===== src/rtl/mem_rd_arbiter.sv =====
// mem_rd_arbiter: shares one memory read port between the CPU (port 0) and the
// LCD/debug monitor (port 1).
// Port 0 has fixed priority. A starvation counter forces a grant to port 1
// after MAX_WAIT consecutive blocked cycles.
// Only one read is in flight at a time.
// Optional feature: define MEM_RD_ARBITER_STATS_EN to add grant counters and a
// stall peak register for display on the LCD second line.
module mem_rd_arbiter #(
    parameter int AW       = 32,
    parameter int DW       = 32,
    parameter int RD_LAT   = 1,
    parameter int MAX_WAIT = 8
) (
    input  logic          clk,
    input  logic          rst,
    input  logic          req0,
    input  logic [AW-1:0] addr0,
    output logic          ack0,
    output logic [DW-1:0] rdata0,
    input  logic          req1,
    input  logic [AW-1:0] addr1,
    output logic          ack1,
    output logic [DW-1:0] rdata1,
    output logic [AW-1:0] mem_addr,
    input  logic [DW-1:0] mem_rdata,
`ifdef MEM_RD_ARBITER_STATS_EN
    output logic [15:0]   gnt_cnt0,
    output logic [15:0]   gnt_cnt1,
    output logic [7:0]    stall_max,
`endif
    output logic          busy
);

    localparam logic [2:0] LAT_INIT = 3'(RD_LAT);
    localparam logic [7:0] MAX_W    = 8'(MAX_WAIT);

    typedef enum logic {
        IDLE = 1'b0,
        WAIT = 1'b1
    } state_t;

    state_t        r_state;
    logic          r_owner;
    logic [2:0]    r_lat_cnt;
    logic [7:0]    r_wait_cnt;
    logic [AW-1:0] r_mem_addr;
    logic          r_ack0;
    logic          r_ack1;
    logic [DW-1:0] r_rdata0;
    logic [DW-1:0] r_rdata1;
    logic          r_busy;

    logic          w_elig0;
    logic          w_elig1;
    logic          w_starved;
    logic          w_grant;
    logic          w_win1;
    logic          w_grant1;
    logic [7:0]    w_wait_next;

    // A requester whose ack is high this cycle is not eligible again until it
    // has seen the ack, so a held level request cannot double-issue.
    assign w_elig0   = req0 && !r_ack0;
    assign w_elig1   = req1 && !r_ack1;
    assign w_starved = (r_wait_cnt == MAX_W);
    assign w_grant   = (r_state == IDLE) && (w_elig0 || w_elig1);
    assign w_win1    = w_elig1 && (w_starved || !w_elig0);
    assign w_grant1  = w_grant && w_win1;

    // Next starvation count: clears on a port 1 grant or when port 1 is idle,
    // otherwise counts blocked cycles (WAIT included) and saturates.
    always_comb begin
        w_wait_next = r_wait_cnt;
        if (!req1 || w_grant1) begin
            w_wait_next = 8'd0;
        end else if (r_wait_cnt < MAX_W) begin
            w_wait_next = r_wait_cnt + 8'd1;
        end
    end

    // Arbitration FSM: grant in IDLE, count down the memory latency in WAIT,
    // then capture the read data for the owner and pulse its ack.
    always_ff @(posedge clk or negedge rst) begin
        if (!rst) begin
            r_state    <= IDLE;
            r_owner    <= 1'b0;
            r_lat_cnt  <= 3'd0;
            r_wait_cnt <= 8'd0;
            r_mem_addr <= '0;
            r_ack0     <= 1'b0;
            r_ack1     <= 1'b0;
            r_rdata0   <= '0;
            r_rdata1   <= '0;
            r_busy     <= 1'b0;
        end else begin
            r_ack0     <= 1'b0;
            r_ack1     <= 1'b0;
            r_wait_cnt <= w_wait_next;
            case (r_state)
                IDLE: begin
                    if (w_grant) begin
                        r_mem_addr <= w_win1 ? addr1 : addr0;
                        r_owner    <= w_win1;
                        r_lat_cnt  <= LAT_INIT;
                        r_busy     <= 1'b1;
                        r_state    <= WAIT;
                    end
                end
                WAIT: begin
                    if (r_lat_cnt == 3'd0) begin
                        if (r_owner) begin
                            r_rdata1 <= mem_rdata;
                            r_ack1   <= 1'b1;
                        end else begin
                            r_rdata0 <= mem_rdata;
                            r_ack0   <= 1'b1;
                        end
                        r_busy  <= 1'b0;
                        r_state <= IDLE;
                    end else begin
                        r_lat_cnt <= r_lat_cnt - 3'd1;
                    end
                end
                default: r_state <= IDLE;
            endcase
        end
    end

    assign mem_addr = r_mem_addr;
    assign ack0     = r_ack0;
    assign ack1     = r_ack1;
    assign rdata0   = r_rdata0;
    assign rdata1   = r_rdata1;
    assign busy     = r_busy;

`ifdef MEM_RD_ARBITER_STATS_EN
    logic [15:0] r_gnt_cnt0;
    logic [15:0] r_gnt_cnt1;
    logic [7:0]  r_stall_max;

    // Per-port grant counters (wrapping) and the peak starvation count seen.
    always_ff @(posedge clk or negedge rst) begin
        if (!rst) begin
            r_gnt_cnt0  <= 16'd0;
            r_gnt_cnt1  <= 16'd0;
            r_stall_max <= 8'd0;
        end else begin
            if (w_grant && !w_win1) begin
                r_gnt_cnt0 <= r_gnt_cnt0 + 16'd1;
            end
            if (w_grant1) begin
                r_gnt_cnt1 <= r_gnt_cnt1 + 16'd1;
            end
            if (w_wait_next > r_stall_max) begin
                r_stall_max <= w_wait_next;
            end
        end
    end

    assign gnt_cnt0  = r_gnt_cnt0;
    assign gnt_cnt1  = r_gnt_cnt1;
    assign stall_max = r_stall_max;
`endif

endmodule

===== config.mk =====
export PLATFORM = sky130hd
export DESIGN_NAME = mem_rd_arbiter
export DESIGN_NICKNAME = d
export VERILOG_FILES = /design/src/rtl/mem_rd_arbiter.sv
export SDC_FILE = /design/constraint.sdc
export NUM_CORES = 1
export LEC_CHECK = 0
export BUFFER_PORTS_ARGS = -buffer_cell sky130_fd_sc_hd__buf_2
export CAP_MARGIN = 20
export CORE_ASPECT_RATIO = 0.8
export CORE_MARGIN = 1
export CORE_UTILIZATION = 47
export DETAILED_ROUTE_END_ITERATION = 6
export PLACE_DENSITY_LB_ADDON = 0.25
export RECOVER_POWER = 25
export REMOVE_ABC_BUFFERS = 1
export SLEW_MARGIN = 20
export SYNTH_ARGS = -nofsm -noshare
export SYNTH_HDL_FRONTEND = slang
export SYNTH_SLANG_ARGS = --single-unit

===== constraint.sdc =====
create_clock -name clk -period 2.2 [get_ports clk]
set_input_delay 0.11 -clock clk [delete_from_list [all_inputs] [get_ports clk]]
set_output_delay 0.11 -clock clk [all_outputs]
set_load 0.01 [all_outputs]

==> results by group, run 1 <==
Global routing
  – Global route overflow: 0
  – Gr usage total: 24.1%
  – Vias in the first global route: 3821
  – First-pass GRT wire length: 19200 microns
  – Largest net degree at the start of global routing: 56
  – Initial antenna violation count: 0

Run status
  – Failing checks: DRC
  – Status: finished, violations left

Setup path
  – Crit. End Element: flop
  – Critical Setup Path Class: flop to flop
  – CP startpoint kind: flop
  – WP data arrival: 2230 ps
  – Highest fanout seen on the critical path: 33
  – CP required: 2480 ps

Synth
  – Netlist Area Pre-Place: 4580 sq um
  – Top FF cell, synth: dfrtp_1
  – Synth Warn #: 0
  – Ys async rst share: 100%
  – Synth Register Bits: 112
  – EDFF count, synth: 0
  – Synthesized area per cell: 11.9 sq um
  – Library cells used by synthesis: 32
  – Post-synthesis instance total: 384
  – Sequential share of the synthesized area: 61.3%

Route
  – Routed wire length: 11600 microns
  – Vias: 3649
  – 1st-pass router iterations: 7
  – Final ANT Viol Nets: 0
  – Initial drt markers: 174
  – Drt wl/cell: 15.9 microns
  – Avg Vias per Cell: 4.98
  – Residual DRC: 5

Timing
  – Fmax: 512 MHz
  – Rel. slew slack: 6.82%
  – Fin. Hold Viols: 0
  – Min Tclk post-route: 1950 ps
  – Fin crit share: 88.8%
  – Final worst slack: 246 ps
  – Max Clock Skew: 8.02 ps
  – Final setup viols: 0
  – Slew Limit Fails: 0
  – RSZ-0062 raised after global routing: no
  – Tightest Pin Transition: 1400 ps
  – Min Hold Slack: 16.9 ps

Die
  – IO Pins: 199
  – Die ar.: 10100 sq um
  – Height of the chip: 90.3 microns
  – CORE AREA: 9230 sq um
  – Die X: 112 microns
  – Site Rows: 31
  – Starting Density: 49.6%

CTS
  – CTS H-tree depth: 3
  – CTS tree: built
  – Clock Path Buffers: 2
  – CTS Buf Count: 9
  – Post-CTS sizing: 0
  – CTS root buffer: clkbuf_16
  – Clock sinks: 112
  – # Post-CTS Setup Buffers: 0
  – Cts hold-fix bufs: 32
  – Reg clk slew, reported paths: 70 ps
  – Worst skew pair latency: 340 ps

Finish
  – Final #Nets: 716
  – Fraction of layout cells with a size suffix above 1: 39.2%
  – N_diodes: 0
  – P&R area growth vs syn: 36.5%

Power
  – Pwr Density: 1390 nW/um^2
  – LEAKAGE: 0.00304 uW
  – Peak supply drop: 0.000871 V

Min path
  – Hold Path Class: primary input to flop

Placed design
  – Routability cong.: 0.811
  – I/O Buffers: 198
  – Place WS: 266 ps
  – DPL Wire Length: 8070 microns

Flow run
  – Max cap viols: 0
[stage by stage]
step,total power (uW),cell area (sq um),setup TNS [ps],util [%],cells
floorplan,5550,4440,-7750,-,362
global placement,6960,5680,0,61.6,684
detailed placement,7120,5680,0,61.6,684
CTS,8860,6310,0,68.4,732
global route,9260,6240,0,67.6,732
finish,8670,6240,0,67.6,732
[Yosys cell counts (2+ instances only)]
master	instances	share of area (%)
o221a_2	2	0.49
nand2b_1	2	0.27
nand2_1	104	8.5
nand3_1	2	0.22
a21oi_1	4	0.44
clkbuf_1	12	0.98
ha_1	4	1.1
and2_1	5	0.68
buf_8	3	0.98
or2_2	33	4.5
mux2_2	32	7.9
dfrtp_1	112	61
o221a_1	30	7.4
inv_1	9	0.74
o21ai_0	2	0.22
buf_2	6	0.66
nor2_1	5	0.41
o31ai_1	3	0.49
[cell families (layout without fill, tap and decap cells)]
| family | Yosys count | count (layout) | synth area share, % |
|---|---|---|---|
| simple gates | 155 | 155 | 15.6 |
| flops | 112 | 112 | 61.3 |
| compound gates | 47 | 47 | 10.0 |
| mux | 33 | 33 | 8.09 |
| buf+inv | 31 | 264 | 3.61 |
| fa+ha+maj | 4 | 4 | 1.09 |
| xor+xnor | 2 | 2 | 0.383 |
[per-layer routing]
layer  GRT usage [%]  up-vias  wire (microns)
met5               0        -               0
met4            6.11        0             158
met3            5.30       14             508
met2            42.3       95            6050
met1            30.4     1784            4910
li1                -     1756               -
[power by group]
group,internal [uW],total [uW],switching (uW)
registers,3020,3540,520
logic,1650,3460,1810
clock network,942,1660,719
[layout make-up]
cell class	count	area (sq um)
Fill cell	757	2990
Sequential cell	112	2800
Multi-Input combinational cell	241	1620
Timing Repair Buffer	239	1340
Clock buffer	11	253
Tap cell	115	144
Clock inverter	5	55.1
Inverter	9	33.8
[flip-flops by register name, summed over array words and instances (netlist names)]
signal,flops
rdata1,32
r_lat_cnt,3
r_wait_cnt,8
r_state,1
r_owner,1
ack0,1
ack1,1
mem_addr,32
rdata0,32
busy,1
[critical path: stages, from the launching register on]
cell and delay [ps]:
dfrtp_1 390, inv_1 60, ha_1 130, ha_1 290, nand2_1 110, or2_2 400
inv_1 130, buf_12 190, nand2_1 90, nand2_1 70
[cells in the final DEF, fill, tap and decap left out, drive strengths merged, types with 2 or more instances in the layout]
cell | Yosys | layout
buf | 10 | 154
dfrtp | 112 | 112
nand2 | 104 | 104
clkbuf | 12 | 64
or2 | 33 | 33
mux2 | 32 | 32
dlygate4sd3 | 0 | 32
o221a | 32 | 32
inv | 9 | 9
and2 | 5 | 5
nor2 | 5 | 5
a21oi | 5 | 5
ha | 4 | 4
o31ai | 3 | 3
o21ai | 3 | 3
nand2b | 2 | 2
clkinvlp | 0 | 2
clkinv | 0 | 2
nand3 | 2 | 2
[worst paths after layout]
path / start / endpoint / slack (ps) / cells past startpoint
max in group asynchronous: rst / rdata0[22] / 640 / 3
setup / recovery: r_lat_cnt[0] / rdata0[21] / 250 / 9
min in group asynchronous: rst / rdata0[13] / 630 / 2
hold reg to reg: rdata0[30] / rdata0[30] / 480 / 2
setup reg to reg: r_lat_cnt[0] / rdata0[21] / 250 / 9
hold / removal: mem_rdata[21] / rdata0[21] / 20 / 3
Note: power is estimated with default switching activity, not from simulation.
==> inputs of run 2 (changes only) <==
--- a/config.mk
+++ b/config.mk
@@ -15,4 +15,5 @@
 export RECOVER_POWER = 25
 export REMOVE_ABC_BUFFERS = 1
+export SETUP_SLACK_MARGIN = 0.1
 export SLEW_MARGIN = 20
 export SYNTH_ARGS = -nofsm -noshare
==> constraint.sdc (replaced) <==
create_clock -name clk -period 2.2 [get_ports clk]
set_input_delay 0.44 -clock clk [delete_from_list [all_inputs] [get_ports clk]]
set_output_delay 0.44 -clock clk [all_outputs]
set_load 0.01 [all_outputs]
==> run 2 against run 1 <==
  * The run still ends with DRC left
  * Routed wire length decreased by 3.0%
  * Total power increased by 2.4%
  * Clock skew about the same
  * First-iteration DRC count decreased by 7.5%
  * Design area decreased by 3.2%
  * Register-to-register slack improved by 50 ps
  * Final cell count decreased by 4.0%
  * Critical path depth decreased by 4
  * Sequential share of layout area increased by 1.5 points
  * Global-route usage decreased by 1.1 points
  * Setup slack improved by 54 ps
  * Critical path type unchanged
==> results by group, run 2 (synthesized netlist as in run 1, its figures left out) <==
Setup path
  – Critical register-to-register path startpoint: r_wait_cnt[5] (was r_lat_cnt[0])
  – R2R Path End: mem_addr[13] (was rdata0[21])
  – WP data arrival: 2120 ps (was 2230 ps)
  – Highest fanout seen on the critical path: 33 (unchanged)
  – Crit. End Element: flop (unchanged)
  – Critical Setup Path Class: flop to flop (unchanged)
  – CP max stage cell: nor4_4 (was or2_2)
  – CP Launch Point: r_wait_cnt[5] (was r_lat_cnt[0])
  – Cells on worst reg2reg path: 5 (was 9)
  – Crit-path max cell delay: 420 ps (was 400 ps)
  – CP startpoint kind: flop (unchanged)
  – Critical path destination: mem_addr[13] (was rdata0[21])
  – CP required: 2420 ps (was 2480 ps)
  – CP Cell Sequence: nor4_4 > a21oi_2 > or3_1 > buf_4 > o221a_1 (was inv_1 > ha_1 > ha_1 > nand2_1 > or2_2 > inv_1 > buf_12 > nand2_1 > nand2_1)
  – Worst R2R Setup Slack: 300 ps (was 250 ps)

CTS
  – Clock Path Buffers: 2 (unchanged)
  – CTS H-tree depth: 3 (unchanged)
  – Reg clk slew, reported paths: 70 ps (about the same)
  – Post-CTS sizing: 0 (unchanged)
  – CTS tree: built (unchanged)
  – CTS root buffer: clkbuf_16 (unchanged)
  – Clock sinks: 112 (unchanged)
  – CTS Buf Count: 9 (unchanged)
  – Worst skew pair latency: 340 ps (about the same)
  – Cts hold-fix bufs: 1 (was 32)
  – # Post-CTS Setup Buffers: 0 (unchanged)

Route
  – Final ANT Viol Nets: 0 (unchanged)
  – Vias: 3565 (was 3649)
  – Initial drt markers: 161 (was 174)
  – 1st-pass router iterations: 7 (unchanged)
  – Routed wire length: 11300 microns (was 11600 microns)
  – Drt wl/cell: 16.0 microns (was 15.9 microns)
  – Residual DRC: 5 (unchanged)
  – Avg Vias per Cell: 5.07 (was 4.98)

Finish
  – P&R area growth vs syn: 32.1% (was 36.5%)
  – Final Cell Area: 6040 sq um (was 6240 sq um)
  – Most frequent cells in the layout: buf_2 (197), dfrtp_1 (112), nand2_1 (104), or2_2 (33), mux2_2 (32) (was buf_2 (145), dfrtp_1 (112), nand2_1 (104), clkbuf_1 (52), or2_2 (33))
  – Commonest non-fill, non-tap cell in the layout: buf_2 (unchanged)
  – Fraction of layout cells with a size suffix above 1: 50.2% (was 39.2%)
  – N_diodes: 0 (unchanged)
  – Reg area: 2800 sq um (unchanged)
  – Final #Nets: 687 (was 716)
  – Filler cells: 764 (was 757)
  – Multi-input logic area: 1620 sq um (unchanged)

Global routing
  – Initial antenna violation count: 0 (unchanged)
  – GRT met3 Usage: 6.31% (was 5.30%)
  – GR met2 Demand/Resource: 40.3% (was 42.3%)
  – Global Route met1 Usage: 27.8% (was 30.4%)
  – Global route overflow: 0 (unchanged)
  – Vias in the first global route: 3755 (was 3821)
  – Gr usage total: 23.0% (was 24.1%)
  – GR peak layer: met2 (unchanged)
  – First-pass GRT wire length: 18300 microns (was 19200 microns)
  – Largest net degree at the start of global routing: 56 (unchanged)

Run status
  – Failing checks: DRC (unchanged)
  – Status: finished, violations left (unchanged)

Die
  – Height of the chip: 90.3 microns (unchanged)
  – Die X: 112 microns (unchanged)
  – Starting Density: 49.6% (unchanged)
  – Die ar.: 10100 sq um (unchanged)
  – Site Rows: 31 (unchanged)
  – CORE AREA: 9230 sq um (unchanged)
  – IO Pins: 199 (unchanged)

Min path
  – Hold Path Class: primary input to flop (unchanged)

Power
  – Sw Pwr: 3010 uW (was 3050 uW)
  – Net Sw Frac: 33.9% (was 35.2%)
  – Int Pwr: 5860 uW (was 5620 uW)
  – Clock Power Share: 20.4% (was 19.2%)
  – Logic pwr share: 40.0% (about the same)
  – Design Power: 8870 uW (was 8670 uW)
  – Peak supply drop: 0.000857 V (was 0.000871 V)
  – Sequential Power Share: 39.7% (was 40.9%)
  – LEAKAGE: 0.00307 uW (was 0.00304 uW)
  – Pwr Density: 1470 nW/um^2 (was 1390 nW/um^2)

Timing
  – Max Clock Skew: 7.55 ps (was 8.02 ps)
  – Fin. Hold Viols: 0 (unchanged)
  – RSZ-0062 raised after global routing: no (unchanged)
  – Final setup viols: 0 (unchanged)
  – Slew Limit Fails: 0 (unchanged)
  – Tightest Pin Transition: 929 ps (was 1400 ps)
  – Min Tclk post-route: 1900 ps (was 1950 ps)
  – Fmax: 526 MHz (was 512 MHz)
  – Rel. slew slack: 38.1% (was 6.82%)
  – Fin crit share: 86.4% (was 88.8%)

Placed design
  – Routability cong.: 0.786 (was 0.811)
  – DPL Wire Length: 8230 microns (was 8070 microns)
  – Placed Area: 5700 sq um (was 5680 sq um)
  – I/O Buffers: 198 (unchanged)

Flow run
  – Max cap viols: 0 (unchanged)
## run 2: how the worst min path moves through the flow
stage	cells past startpoint	end	start	slack (ps)
finish	3	rdata0[19]	mem_rdata[19]	310
global route	3	rdata0[6]	mem_rdata[6]	300
CTS	3	rdata0[19]	mem_rdata[19]	290
detailed placement	1	rdata0[13]	rst	320
global placement	1	rdata1[13]	rst	320
floorplan	0	ack0	rst	140
## run 2: metrics by stage
stage	hold WS [ps]	setup TNS (ps)	setup slack [ps]	util, %	cells
3_3_place_gp	318	0	351	61.7	686
2_1_floorplan	144	-7750	-190	-	362
5_1_grt	297	0	120	65.5	703
4_1_cts	291	0	296	65.5	703
3_5_place_dp	316	0	313	61.7	686
6_report	309	0	300	65.5	703
## run 2: area by class of cell
cell class                 instances  area share [%]
sequential                       112            46.4
multi-input combinational        241            26.7
timing repair buffer             210            18.3
clock buffer                      12            4.41
tap                              115            2.38
clock inverter                     4            1.24
inverter                           9           0.559
## run 2: worst max-delay path: cells and delay by family (launching register included)
kind	cells	cell delay [ps]
flops	1	400
compound gates	2	390
simple gates	2	730
buf+inv	1	250
## run 2: layer usage
layer / share of wire [%] / up-vias
li1: - / 1699
met2: 53 / 106
met1: 41 / 1748
met5: 0 / -
met4: 1.2 / 0
met3: 4.7 / 12
## run 2: power groups by stage
stage | clock network (uW) | logic (uW) | registers (uW)
2_1_floorplan | 0 | 1600 | 3940
3_3_place_gp | 0 | 3460 | 3500
3_5_place_dp | 0 | 3600 | 3540
4_1_cts | 1860 | 3610 | 3530
5_1_grt | 1930 | 3880 | 3650
6_report | 1810 | 3540 | 3520
==> inputs of run 3 (changes only) <==
Settings changed: BUFFER_PORTS_ARGS -buffer_cell sky130_fd_sc_hd__buf_2 to -buffer_cell sky130_fd_sc_hd__clkbuf_2.
==> run 3 against run 2 <==
  * The run ends with DRC, slew limit left
  * Critical path type unchanged
  * Highest routed layer unchanged
  * Die area unchanged
  * Sequential power increased by 1%
  * Register-to-register slack got worse by 20 ps
  * Global-route usage about the same
==> results by group, run 3 (synthesized netlist as in run 1, its figures left out) <==
Global routing
  – First-pass GRT wire length: 18200 microns (was 18300 microns)
  – Global route overflow: 0 (unchanged)
  – Vias in the first global route: 3670 (was 3755)
  – Initial antenna violation count: 0 (unchanged)
  – Gr usage total: 23.0% (about the same)
  – Largest net degree at the start of global routing: 113 (was 56)

Placed design
  – DPL Wire Length: 7950 microns (was 8230 microns)
  – I/O Buffers: 198 (unchanged)
  – Dpl cells: 685 (was 686)
  – Place WS: 279 ps (was 313 ps)
  – Placed Area: 5680 sq um (was 5700 sq um)
  – Routability cong.: 0.787 (was 0.786)

CTS
  – Reg clk slew, reported paths: 70 ps (about the same)
  – # Post-CTS Setup Buffers: 0 (unchanged)
  – CTS H-tree depth: 3 (unchanged)
  – Clock Path Buffers: 2 (unchanged)
  – CTS tree: built (unchanged)
  – Worst skew pair latency: 340 ps (about the same)
  – CTS Buf Count: 9 (unchanged)
  – Cts hold-fix bufs: 0 (was 1)
  – Post-CTS sizing: 0 (unchanged)
  – CTS root buffer: clkbuf_16 (unchanged)
  – Clock sinks: 112 (unchanged)

Finish
  – Reg area: 2800 sq um (unchanged)
  – N_diodes: 0 (unchanged)
  – Final Cell Area: 6020 sq um (was 6040 sq um)
  – Multi-input logic area: 1620 sq um (unchanged)
  – Commonest non-fill, non-tap cell in the layout: clkbuf_2 (was buf_2)
  – Fin cells: 701 (was 703)
  – Most frequent cells in the layout: clkbuf_2 (197), dfrtp_1 (112), nand2_1 (104), or2_2 (33), mux2_2 (32) (was buf_2 (197), dfrtp_1 (112), nand2_1 (104), or2_2 (33), mux2_2 (32))
  – Final #Nets: 685 (was 687)
  – Fraction of layout cells with a size suffix above 1: 50.3% (was 50.2%)
  – P&R area growth vs syn: 31.6% (was 32.1%)
  – Filler cells: 769 (was 764)
  – Fin util: 65.2% (was 65.5%)

Setup path
  – CP top delay family: simple AND/OR/NAND/NOR gates (unchanged)
  – WP data arrival: 2140 ps (was 2120 ps)
  – CP required: 2420 ps (about the same)
  – CP Cell Sequence: nor4_4 > a21oi_2 > or3_1 > buf_4 > o221a_1 (unchanged)
  – R2R Path End: mem_addr[20] (was mem_addr[13])
  – Worst R2R Setup Slack: 280 ps (was 300 ps)
  – CP startpoint kind: flop (unchanged)
  – Crit-path max cell delay: 420 ps (about the same)
  – Critical register-to-register path startpoint: r_wait_cnt[5] (unchanged)
  – CP max stage cell: nor4_4 (unchanged)
  – Critical path depth: 5 (unchanged)
  – Critical Setup Path Class: flop to flop (unchanged)
  – Cells on worst reg2reg path: 5 (unchanged)
  – Crit. End Element: flop (unchanged)
  – Crit path buf inv count: 1 (unchanged)
  – Highest fanout seen on the critical path: 33 (unchanged)

Route
  – Residual DRC: 4 (was 5)
  – Initial drt markers: 192 (was 161)
  – 1st-pass router iterations: 7 (unchanged)
  – Routed wire length: 11200 microns (was 11300 microns)
  – Final ANT Viol Nets: 0 (unchanged)
  – Avg Vias per Cell: 5.06 (was 5.07)
  – Drt wl/cell: 16.0 microns (about the same)
  – Vias: 3549 (was 3565)

Timing
  – Fmax: 520 MHz (was 526 MHz)
  – Final worst slack: 275 ps (was 300 ps)
  – Final setup viols: 0 (unchanged)
  – RSZ-0062 raised after global routing: no (unchanged)
  – Min Tclk post-route: 1920 ps (was 1900 ps)
  – Rel. slew slack: -0.372% (was 38.1%)
  – Fin crit share: 87.5% (was 86.4%)
  – Fin. Hold Viols: 0 (unchanged)
  – Max Clock Skew: 10.1 ps (was 7.55 ps)
  – Setup TNS: 0 ps (unchanged)
  – Tightest Pin Transition: 1510 ps (was 929 ps)
  – Slew Limit Fails: 112 (was 0)

Die
  – CORE AREA: 9230 sq um (unchanged)
  – IO Pins: 199 (unchanged)
  – Die ar.: 10100 sq um (unchanged)
  – Height of the chip: 90.3 microns (unchanged)
  – Die X: 112 microns (unchanged)
  – Site Rows: 31 (unchanged)
  – Starting Density: 49.6% (unchanged)

Min path
  – Hold Crit Start: mem_rdata[15] (was mem_rdata[19])
  – Hold Path Class: primary input to flop (unchanged)
  – Hold EP: rdata0[15] (was rdata0[19])
  – Hold path cells: 3 (unchanged)

Power
  – Logic pwr share: 39.3% (was 40.0%)
  – Sw Pwr: 3050 uW (was 3010 uW)
  – Peak supply drop: 0.000733 V (was 0.000857 V)
  – Sequential Power Share: 39.7% (about the same)
  – Net Sw Frac: 34.0% (was 33.9%)
  – Pwr Density: 1490 nW/um^2 (was 1470 nW/um^2)
  – LEAKAGE: 0.00311 uW (was 0.00307 uW)
  – Int Pwr: 5920 uW (was 5860 uW)
  – Clock Power Share: 21.0% (was 20.4%)

Run status
  – Status: finished, violations left (unchanged)
  – Failing checks: DRC, slew limit (was DRC)

Flow run
  – Max cap viols: 0 (unchanged)
## run 3: final cells by class
type	count	area share, %
clock buffers	11	4.20
clock inverters	5	1.70
inverters	9	0.561
multi-input cells	241	26.8
flip-flops and latches	112	46.6
well taps	115	2.39
repair buffers	208	17.7
## run 3: layer usage
metal	routed length (microns)	global-route usage (%)	share of wire [%]	up-vias
met4	140	6.89	1.3	0
met5	0	0	0	-
met2	5720	39.3	51	88
li1	-	-	-	1693
met3	507	6.04	4.5	12
met1	4830	28.7	43	1756
## run 3: metrics by stage
stage	power [uW]	hold slack, ps
3_3_place_gp	6980	457
6_report	8970	307
5_1_grt	9540	307
2_1_floorplan	5550	144
3_5_place_dp	7140	463
4_1_cts	9080	208
## run 3: how the worst max path moves through the flow
stage | start | to | slack, ps
4_1_cts | r_wait_cnt[5] | mem_addr[20] | 270
2_1_floorplan | r_wait_cnt[5] | mem_addr[0] | -190
5_1_grt | r_wait_cnt[5] | mem_addr[20] | 140
6_report | r_wait_cnt[5] | mem_addr[20] | 280
3_3_place_gp | r_wait_cnt[5] | mem_addr[31] | 340
3_5_place_dp | r_wait_cnt[5] | mem_addr[20] | 280
## run 3: tightest hold or removal path, delay by kind of cell
| family | cells | cell delay [ps] |
|---|---|---|
| simple gates | 2 | 90 |
| buf+inv | 1 | 90 |
## run 3: power groups by stage
stage	logic, uW	clock network [uW]	registers (uW)
floorplan	1600	0	3940
global placement	3440	0	3530
detailed placement	3570	0	3580
CTS	3580	1940	3560
global route	3870	2010	3670
finish	3530	1880	3560
